**src/rtl/ram_mem_bridge.sv**
```systemverilog
// ram_mem_bridge: initiator side of the on-chip RAM port.
// Turns the PicoRV32 native valid/ready handshake into registered ce/wr/addr/d
// strobes for a 1-cycle-latency synchronous RAM, and answers accesses outside
// the RAM window with an error response plus a sticky error flag.
// Optional feature macro: RDATA_REG_EN (registers read data before mem_ready,
// adding one cycle of latency to in-window accesses).

module ram_mem_bridge #(
    parameter int          ADDR_WIDTH = 16,
    parameter logic [31:0] BASE_ADDR  = 32'h0000_0000,
    parameter logic [31:0] ERR_RDATA  = 32'hDEAD_BEEF
) (
    input  logic                  clk,
    input  logic                  resetn,
    input  logic                  mem_valid,
    input  logic [31:0]           mem_addr,
    input  logic [31:0]           mem_wdata,
    input  logic [3:0]            mem_wstrb,
    output logic                  mem_ready,
    output logic [31:0]           mem_rdata,
    output logic                  ram_ce,
    output logic [3:0]            ram_wr,
    output logic [ADDR_WIDTH-1:0] ram_addr,
    output logic [31:0]           ram_d,
    input  logic [31:0]           ram_q,
    output logic                  err_flag,
    input  logic                  err_clr
);

    // Bits above the word address select the window; the byte offset is ignored.
    localparam int WINDOW_SHIFT = ADDR_WIDTH + 2;

`ifdef RDATA_REG_EN
    typedef enum logic [2:0] {IDLE, ACCESS, RESP, ERR, RDREG} state_t;
`else
    typedef enum logic [2:0] {IDLE, ACCESS, RESP, ERR} state_t;
`endif

    state_t      state;
    logic        in_window;
    logic        rd_op;
    logic        ready_reg;
    logic [31:0] rdata_reg;

    assign in_window = (mem_addr >> WINDOW_SHIFT) == (BASE_ADDR >> WINDOW_SHIFT);
    assign mem_ready = ready_reg;

`ifdef RDATA_REG_EN
    assign mem_rdata = rdata_reg;
`else
    // RAM data is already valid during RESP, so it is forwarded straight through.
    assign mem_rdata = (state == RESP && rd_op) ? ram_q : rdata_reg;
`endif

    // Request sequencing: accept in IDLE, strobe the RAM for one cycle, respond once.
    always_ff @(posedge clk) begin
        if (!resetn) begin
            state     <= IDLE;
            ready_reg <= 1'b0;
            rdata_reg <= 32'h0;
            ram_ce    <= 1'b0;
            ram_wr    <= 4'h0;
            ram_addr  <= '0;
            ram_d     <= 32'h0;
            err_flag  <= 1'b0;
            rd_op     <= 1'b0;
        end else begin
            if (err_clr) begin
                err_flag <= 1'b0;
            end
            case (state)
                IDLE: begin
                    ram_ce    <= 1'b0;
                    ram_wr    <= 4'h0;
                    ready_reg <= 1'b0;
                    rdata_reg <= 32'h0;
                    if (mem_valid) begin
                        rd_op <= (mem_wstrb == 4'b0000);
                        if (in_window) begin
                            state    <= ACCESS;
                            ram_ce   <= 1'b1;
                            ram_wr   <= mem_wstrb;
                            ram_addr <= mem_addr[ADDR_WIDTH+1:2];
                            ram_d    <= mem_wdata;
                        end else begin
                            state     <= ERR;
                            ready_reg <= 1'b1;
                            rdata_reg <= (mem_wstrb == 4'b0000) ? ERR_RDATA : 32'h0;
                            err_flag  <= 1'b1;
                        end
                    end
                end
                ACCESS: begin
                    ram_ce <= 1'b0;
                    ram_wr <= 4'h0;
                    state  <= RESP;
`ifndef RDATA_REG_EN
                    ready_reg <= 1'b1;
`endif
                end
                RESP: begin
`ifdef RDATA_REG_EN
                    ready_reg <= 1'b1;
                    rdata_reg <= rd_op ? ram_q : 32'h0;
                    state     <= RDREG;
`else
                    ready_reg <= 1'b0;
                    state     <= IDLE;
`endif
                end
`ifdef RDATA_REG_EN
                RDREG: begin
                    ready_reg <= 1'b0;
                    rdata_reg <= 32'h0;
                    state     <= IDLE;
                end
`endif
                ERR: begin
                    ready_reg <= 1'b0;
                    rdata_reg <= 32'h0;
                    state     <= IDLE;
                end
                default: begin
                    state <= IDLE;
                end
            endcase
        end
    end

endmodule

```
**config.mk**
```make
export PLATFORM = sky130hd
export DESIGN_NAME = ram_mem_bridge
export DESIGN_NICKNAME = d
export VERILOG_FILES = /design/src/rtl/ram_mem_bridge.sv
export SDC_FILE = /design/constraint.sdc
export NUM_CORES = 1
export LEC_CHECK = 0
export BUFFER_PORTS_ARGS = -buffer_cell sky130_fd_sc_hd__buf_2
export CAP_MARGIN = 40
export CELL_PAD_IN_SITES_DETAIL_PLACEMENT = 1
export CELL_PAD_IN_SITES_GLOBAL_PLACEMENT = 2
export CORE_MARGIN = 8
export CORE_UTILIZATION = 20
export CTS_CLUSTER_DIAMETER = 60
export DETAILED_ROUTE_END_ITERATION = 8
export PLACE_DENSITY = 0.76
export SYNTH_ARGS = -nofsm -noshare
export SYNTH_HDL_FRONTEND = slang
export SYNTH_SLANG_ARGS = --single-unit
```
**constraint.sdc**
```tcl
create_clock -name clk -period 1.9 [get_ports clk]
set_clock_uncertainty 0.05 [all_clocks]
set_input_delay 0.19 -clock clk [delete_from_list [all_inputs] [get_ports clk]]
set_output_delay 0.19 -clock clk [all_outputs]
set_load 0.01 [all_outputs]
```
======== Word-level counts from Yosys, hierarchy flattened ========
Index checks and enable logic that the tools add are counted.
storage, ports and cells
  flip-flop bits (word level) ............. 91
  bits in latches ......................... 0
  RAM bits ................................ 0
  bits in read-only memories .............. 0
  input port bits ......................... 104
  output and inout bits ................... 87
  logic and storage cells ................. 44
  memories ................................ 0
cells by class
  add/subtract/negate cells ............... 0
  multipliers ............................. 0
  div/mod/pow operators ................... 0
  magnitude comparators ................... 0
  equal/unequal tests ..................... 4
  shifts and indexed selects .............. 0
  mux-type cells .......................... 21
  bitwise gates (word level) .............. 0
  reductions and logical operators ........ 10
operators by type and width
  kind                                                                   number
  32-bit 2-to-1 mux                                                      4
  32-bit one-hot mux with 2 select lines                                 1
  32-bit zero test                                                       1
  1-bit 2-to-1 mux                                                       8
  4-bit 2-to-1 mux                                                       2
  4-bit one-hot mux with 2 select lines                                  1
  3-bit by 2-bit equality test with 1-bit output, second input constant  2
  3-bit one-hot mux with 2 select lines                                  1
  4-bit zero test                                                        1
  2-bit nonzero test                                                     2
  3-bit by 1-bit equality test with 1-bit output, second input constant  1
  3-bit zero test                                                        1
  3-bit 2-to-1 mux                                                       1
  1-bit one-hot mux with 3 select lines                                  1
  3-bit AND reduction                                                    1
  3-bit nonzero test                                                     1
  2-bit 2-to-1 mux                                                       1
  2-bit inequality test, second input constant                           1
  1-bit one-hot mux with 2 select lines                                  1
  2-bit AND reduction                                                    1
  2-bit OR reduction                                                     1
  1-bit logical AND                                                      1

======== Depth between registers and ports, before layout ========
  depth in word-level cells ............... 5
  gate-level depth with buffers ........... 8
  gate-level depth less buffers ........... 5

======== Least setup slack after synthesis ========
No wires, ideal clock.
  kind .................................... flip-flop to output port
  from .................................... reg state[0]
  to ...................................... out mem_rdata[0]
  arrival ................................. 1.726 ns
  path slack .............................. -0.066 ns
  cell stages (with the launch flop) ...... 9
  path buffers ............................ 3
  cell sequence ........................... dfxtp_1 -> inv_1 -> ha_1 -> and2_1 -> clkbuf_1 -> nor2b_1 -> clkbuf_1 -> clkbuf_1 -> a21o_1
between the ends
  word-level cells in the longest chain between the ends .. 3
RTL lines
  item                                            line  RTL
  from (decl)                                     39    state_t state;
  from (signal assigned)                          58    state <= IDLE;
  from (signal assigned)                          80    state <= ACCESS;
  from (signal assigned)                          86    state <= ERR;
  3-bit by 2-bit equality test with 1-bit output  52    assign mem_rdata = (state == RESP && rd_op) ? ram_q : rdata_reg;
  1-bit logical AND                               52
  32-bit 2-to-1 mux                               52
  to (decl)                                       20    output logic [31:0] mem_rdata,
No other way between the ends.

======== Worst setup path in the final report ========
  from .................................... reg state[0]
  to ...................................... out mem_rdata[7]
Same word-level chain as after synthesis.

==> run_results.csv <==
group,metric,value,unit
global_route,global_route.usage.total,12.1,%
place,detailedPlace.worstSlack,-97.8,ps
worst_setup_path,timing.critical_path.fanout_max,12,
worst_setup_path,cp_num_cells,7,
worst_setup_path,path_delay_family,"flip-flops",
worst_setup_path,regToRegSetupSlack,170,ps
pwr,power.total,3.13,mW
global_route,grt_start_max_net_pins,73,
detailed_routing,drt-total-wl,11.1,mm
worst_setup_path,slowest_stage,"dfxtp_4",
cells_and_area,syn_to_final_growth,51.9,%
clock_network,cts.reportedPaths.clkPinSlew,50,ps
global_route,grt_pass1_wl,17.3,mm
worst_setup_path,critPathMaxStageDelay,370,ps
cells_and_area,post_route_cells_drive_above_1_share,45.9,%
sta,fin_hold_viols,0,
worst_setup_path,r2r_cells,6,
global_route,initial_antenna_violation_count,3,
yosys,muxShareOfSynthArea,17.5,%
die,floorplan.rows,43,
yosys,synth_simple_gate_area_share,21.2,%
die,start_util,20.4,%
yosys,synth.top_cells.by_area,"dfxtp_1 42%, mux2i_1 17%, nand2_1 13%",
worst_setup_path,worstPathBufferInverterCount,3,
global_route,grt_overflow_total,0,
pwr,power_density,734,mW/mm^2
die,fp.coreArea,0.0138,mm^2
worst_setup_path,crit_chain,"inv_4 > ha_4 > and2_4 > nor2b_4 > buf_6 > a21o_1 > buf_2",
yosys,synthesis.nets,416,
sta,unrepaired_setup_endpoints_after_global_routing,"yes",
yosys,synth.avg_cell_area,9.15,um^2
yosys,synth_top_area_cell,"dfxtp_1",
sta,holdWs,60.6,ps
detailed_routing,drt-pass1-iter-count,4,
yosys,main_combinational_cell_family_by_area_after_synthesis,"simple AND/OR/NAND/NOR gates",
pwr,power.ir.vdd_worst,265,uV
sta,drv_slew,0,
clock_network,worst_skew_pair.late_latency,320,ps
cells_and_area,regMostFlops,"ram_d",
cells_and_area,biggestRegsByFlops,"ram_d x32, ram_addr x16, ram_wr x4",
die,i_o_pin_total,191,
sta,max_slew.worst_pin.slew,705,ps
yosys,postSynthRegisterBits,59,
sta,max_slew_margin,53.0,%
yosys,xor_xnor_portion_of_the_synthesized_cell_area,0,%
cells_and_area,largest_reg_flops,32,
detailed_routing,avg_vias_per_cell,4.28,
hold_path,hold_class,"in2reg",
worst_setup_path,worst_setup_path_endpoint,"mem_rdata[7]",
clock_network,max_buffers_root_to_sink,2,
job,timing.max_cap.violations,0,
sta,finalSetupViolCount,0,
detailed_routing,detail-route-antenna-nets,0,
clock_network,cts_buffers,9,
worst_setup_path,cp.arrival,1610,ps
detailed_routing,wl_per_cell,16.5,um
clock_network,cts_tree,"done",
place,finalWeightedCongestion,0.940,
clock_network,clock_tree.root_cell,"clkbuf_16",
detailed_routing,num_vias,2889,
yosys,mappedNetlistArea,0.00281,mm^2
place,hpwl,8.77,mm
sta,final_period_minus_worst_setup_slack,1850,ps
place,placement.io_buffers,188,
pwr,static-leakage-power,2.28,nW
run_status,status,"finished, final reports clean",
yosys,synth.lib_cells_used.distinct,31,
worst_setup_path,worst_setup_path_end_kind,"output port",
clock_network,htree_levels,3,
clock_network,cts_sinks,59,
yosys,number_of_warnings_issued_by_yosys,0,
worst_setup_path,startpoint_type,"flop",
cells_and_area,antennaDiodeCount,0,
die,die_span_y,134,um
yosys,netlist.area_leader.share,42.1,%
sta,achievable-frequency,542,MHz
yosys,syn-instance-count,307,
worst_setup_path,critPathRequiredTime,1660,ps
detailed_routing,number_of_drc_violations_after_detailed_routing_iteration_0,79,
worst_setup_path,timing.critical_path.from,"state[0]$_SDFFE_PN0P_",
detailed_routing,drc_markers,0,
sta,final.setup.worst_slack,54.1,ps
global_route,number_of_global_route_vias_before_repair,3194,
sta,period_utilization,97.2,%
yosys,synth_adder_area_share,2.23,%
yosys,synth_sequential_area_ratio,42.1,%
worst_setup_path,worst_r2r_endpoint,"ram_d[5]$_SDFFE_PN0P_",
yosys,share_of_the_synthesized_area_in_compound_gates_ao_oa_aoi_oai,9.98,%
worst_setup_path,crit_type,"reg2out",
cells_and_area,layout.nets,600,
die,die_area,0.0181,mm^2
sta,setup-tns-final,0,ps
worst_setup_path,critical_path.reg2reg.startpoint,"state[1]$_SDFFE_PN0P_",
die,die_w,134,um
cells_and_area,final_util,31.0,%
-- layer usage --
metal / vias to the layer above / GRT usage, % / routed length, um
met5: - / 0 / 34
met3: 14 / 6.46 / 1320
li1: 1400 / - / -
met2: 132 / 21.6 / 5520
met4: 6 / 3.74 / 102
met1: 1337 / 11.9 / 4130
-- worst min-delay path, stage by stage --
cell     delay (ps)
buf_2           100
nand2_1          40
mux2i_1          50
-- cell usage in the layout, fill, tap and decap left out, drive strengths merged, types with 2 or more instances in the layout --
cell type and instances:
buf 199, and3b 4, mux2i 49, nand2b 3, or4 3, a21o 24, clkbuf 13, and2 2
nor2b 4, nand3 2, ha 5, a31oi 2, dfxtp 59, inv 3, nand2 96, nor4 3
and3 8, o21ai 2, clkinv 2, a31o 4
-- timing repair --
| item | in CTS | in global routing |
|---|---|---|
| gates resized for setup | 9 | 14 |
| cloned | 1 | 0 |
| setup endpoints to repair | 24 | 28 |
| setup buffers | 3 | 0 |
| hold buffers | 0 | 0 |
| endpoints found under the hold margin | 0 | 0 |
-- report_power, final --
part           internal, mW  switching, mW  leakage (nW)
Sequential             1.25         0.0129         0.477
Clock                 0.977          0.546         0.141
Combinational         0.168          0.170          1.66
Total                  2.40          0.729          2.28
-- layout make-up --
type	count	area, um^2
fill	1672	9510
multi-input combinational	219	1460
sequential	59	1190
timing repair buffer	199	1100
clock buffer	13	270
tap	180	225
inverter	3	13.8
clock inverter	2	10.0
-- cell families after synthesis --
kind of cell | after synthesis
AND/OR/NAND/NOR | 128
adder cells (fa/ha/maj) | 5
multiplexers | 49
buffers and inverters | 29
flip-flops | 59
AO/OA/AOI/OAI | 37
-- through the flow --
stage | cell area [um^2] | instances
after floorplan | 2810 | 307
after global placement | 3890 | 658
after detailed placement | 3890 | 658
after CTS | 4240 | 677
after global routing | 4260 | 675
final | 4260 | 675
-- Yosys cell counts (all sizes together) --
cell type / count
nand2b: 3
or2: 1
mux2i: 49
nand4bb: 1
o21ai: 2
o211a: 1
o41ai: 1
o221ai: 1
inv: 3
and2: 2
and3: 8
or4: 3
a31o: 4
dfxtp: 59
clkbuf: 19
a31oi: 2
nand2: 96
o21a: 1
a21o: 24
ha: 5
nor2b: 4
and3b: 4
nand3: 2
buf: 7
nor3b: 1
a21boi: 1
nor4: 3
-- worst min path at each step --
| stage | start | end | slack [ps] | depth (start not counted) |
|---|---|---|---|---|
| final | mem_addr[4] | ram_addr[2]$_SDFFE_PN0P_ | 60 | 3 |
| after detailed placement | mem_wstrb[3] | ram_wr[3]$_SDFFE_PN0P_ | 390 | 2 |
| after global routing | mem_wdata[12] | ram_d[12]$_SDFFE_PN0P_ | 60 | 3 |
| after CTS | mem_wdata[20] | ram_d[20]$_SDFFE_PN0P_ | 50 | 3 |
| after floorplan | mem_valid | state[1]$_SDFFE_PN0P_ | 240 | 1 |
| after global placement | mem_wstrb[3] | ram_wr[3]$_SDFFE_PN0P_ | 390 | 2 |
Power figures use the tool's default switching activity.
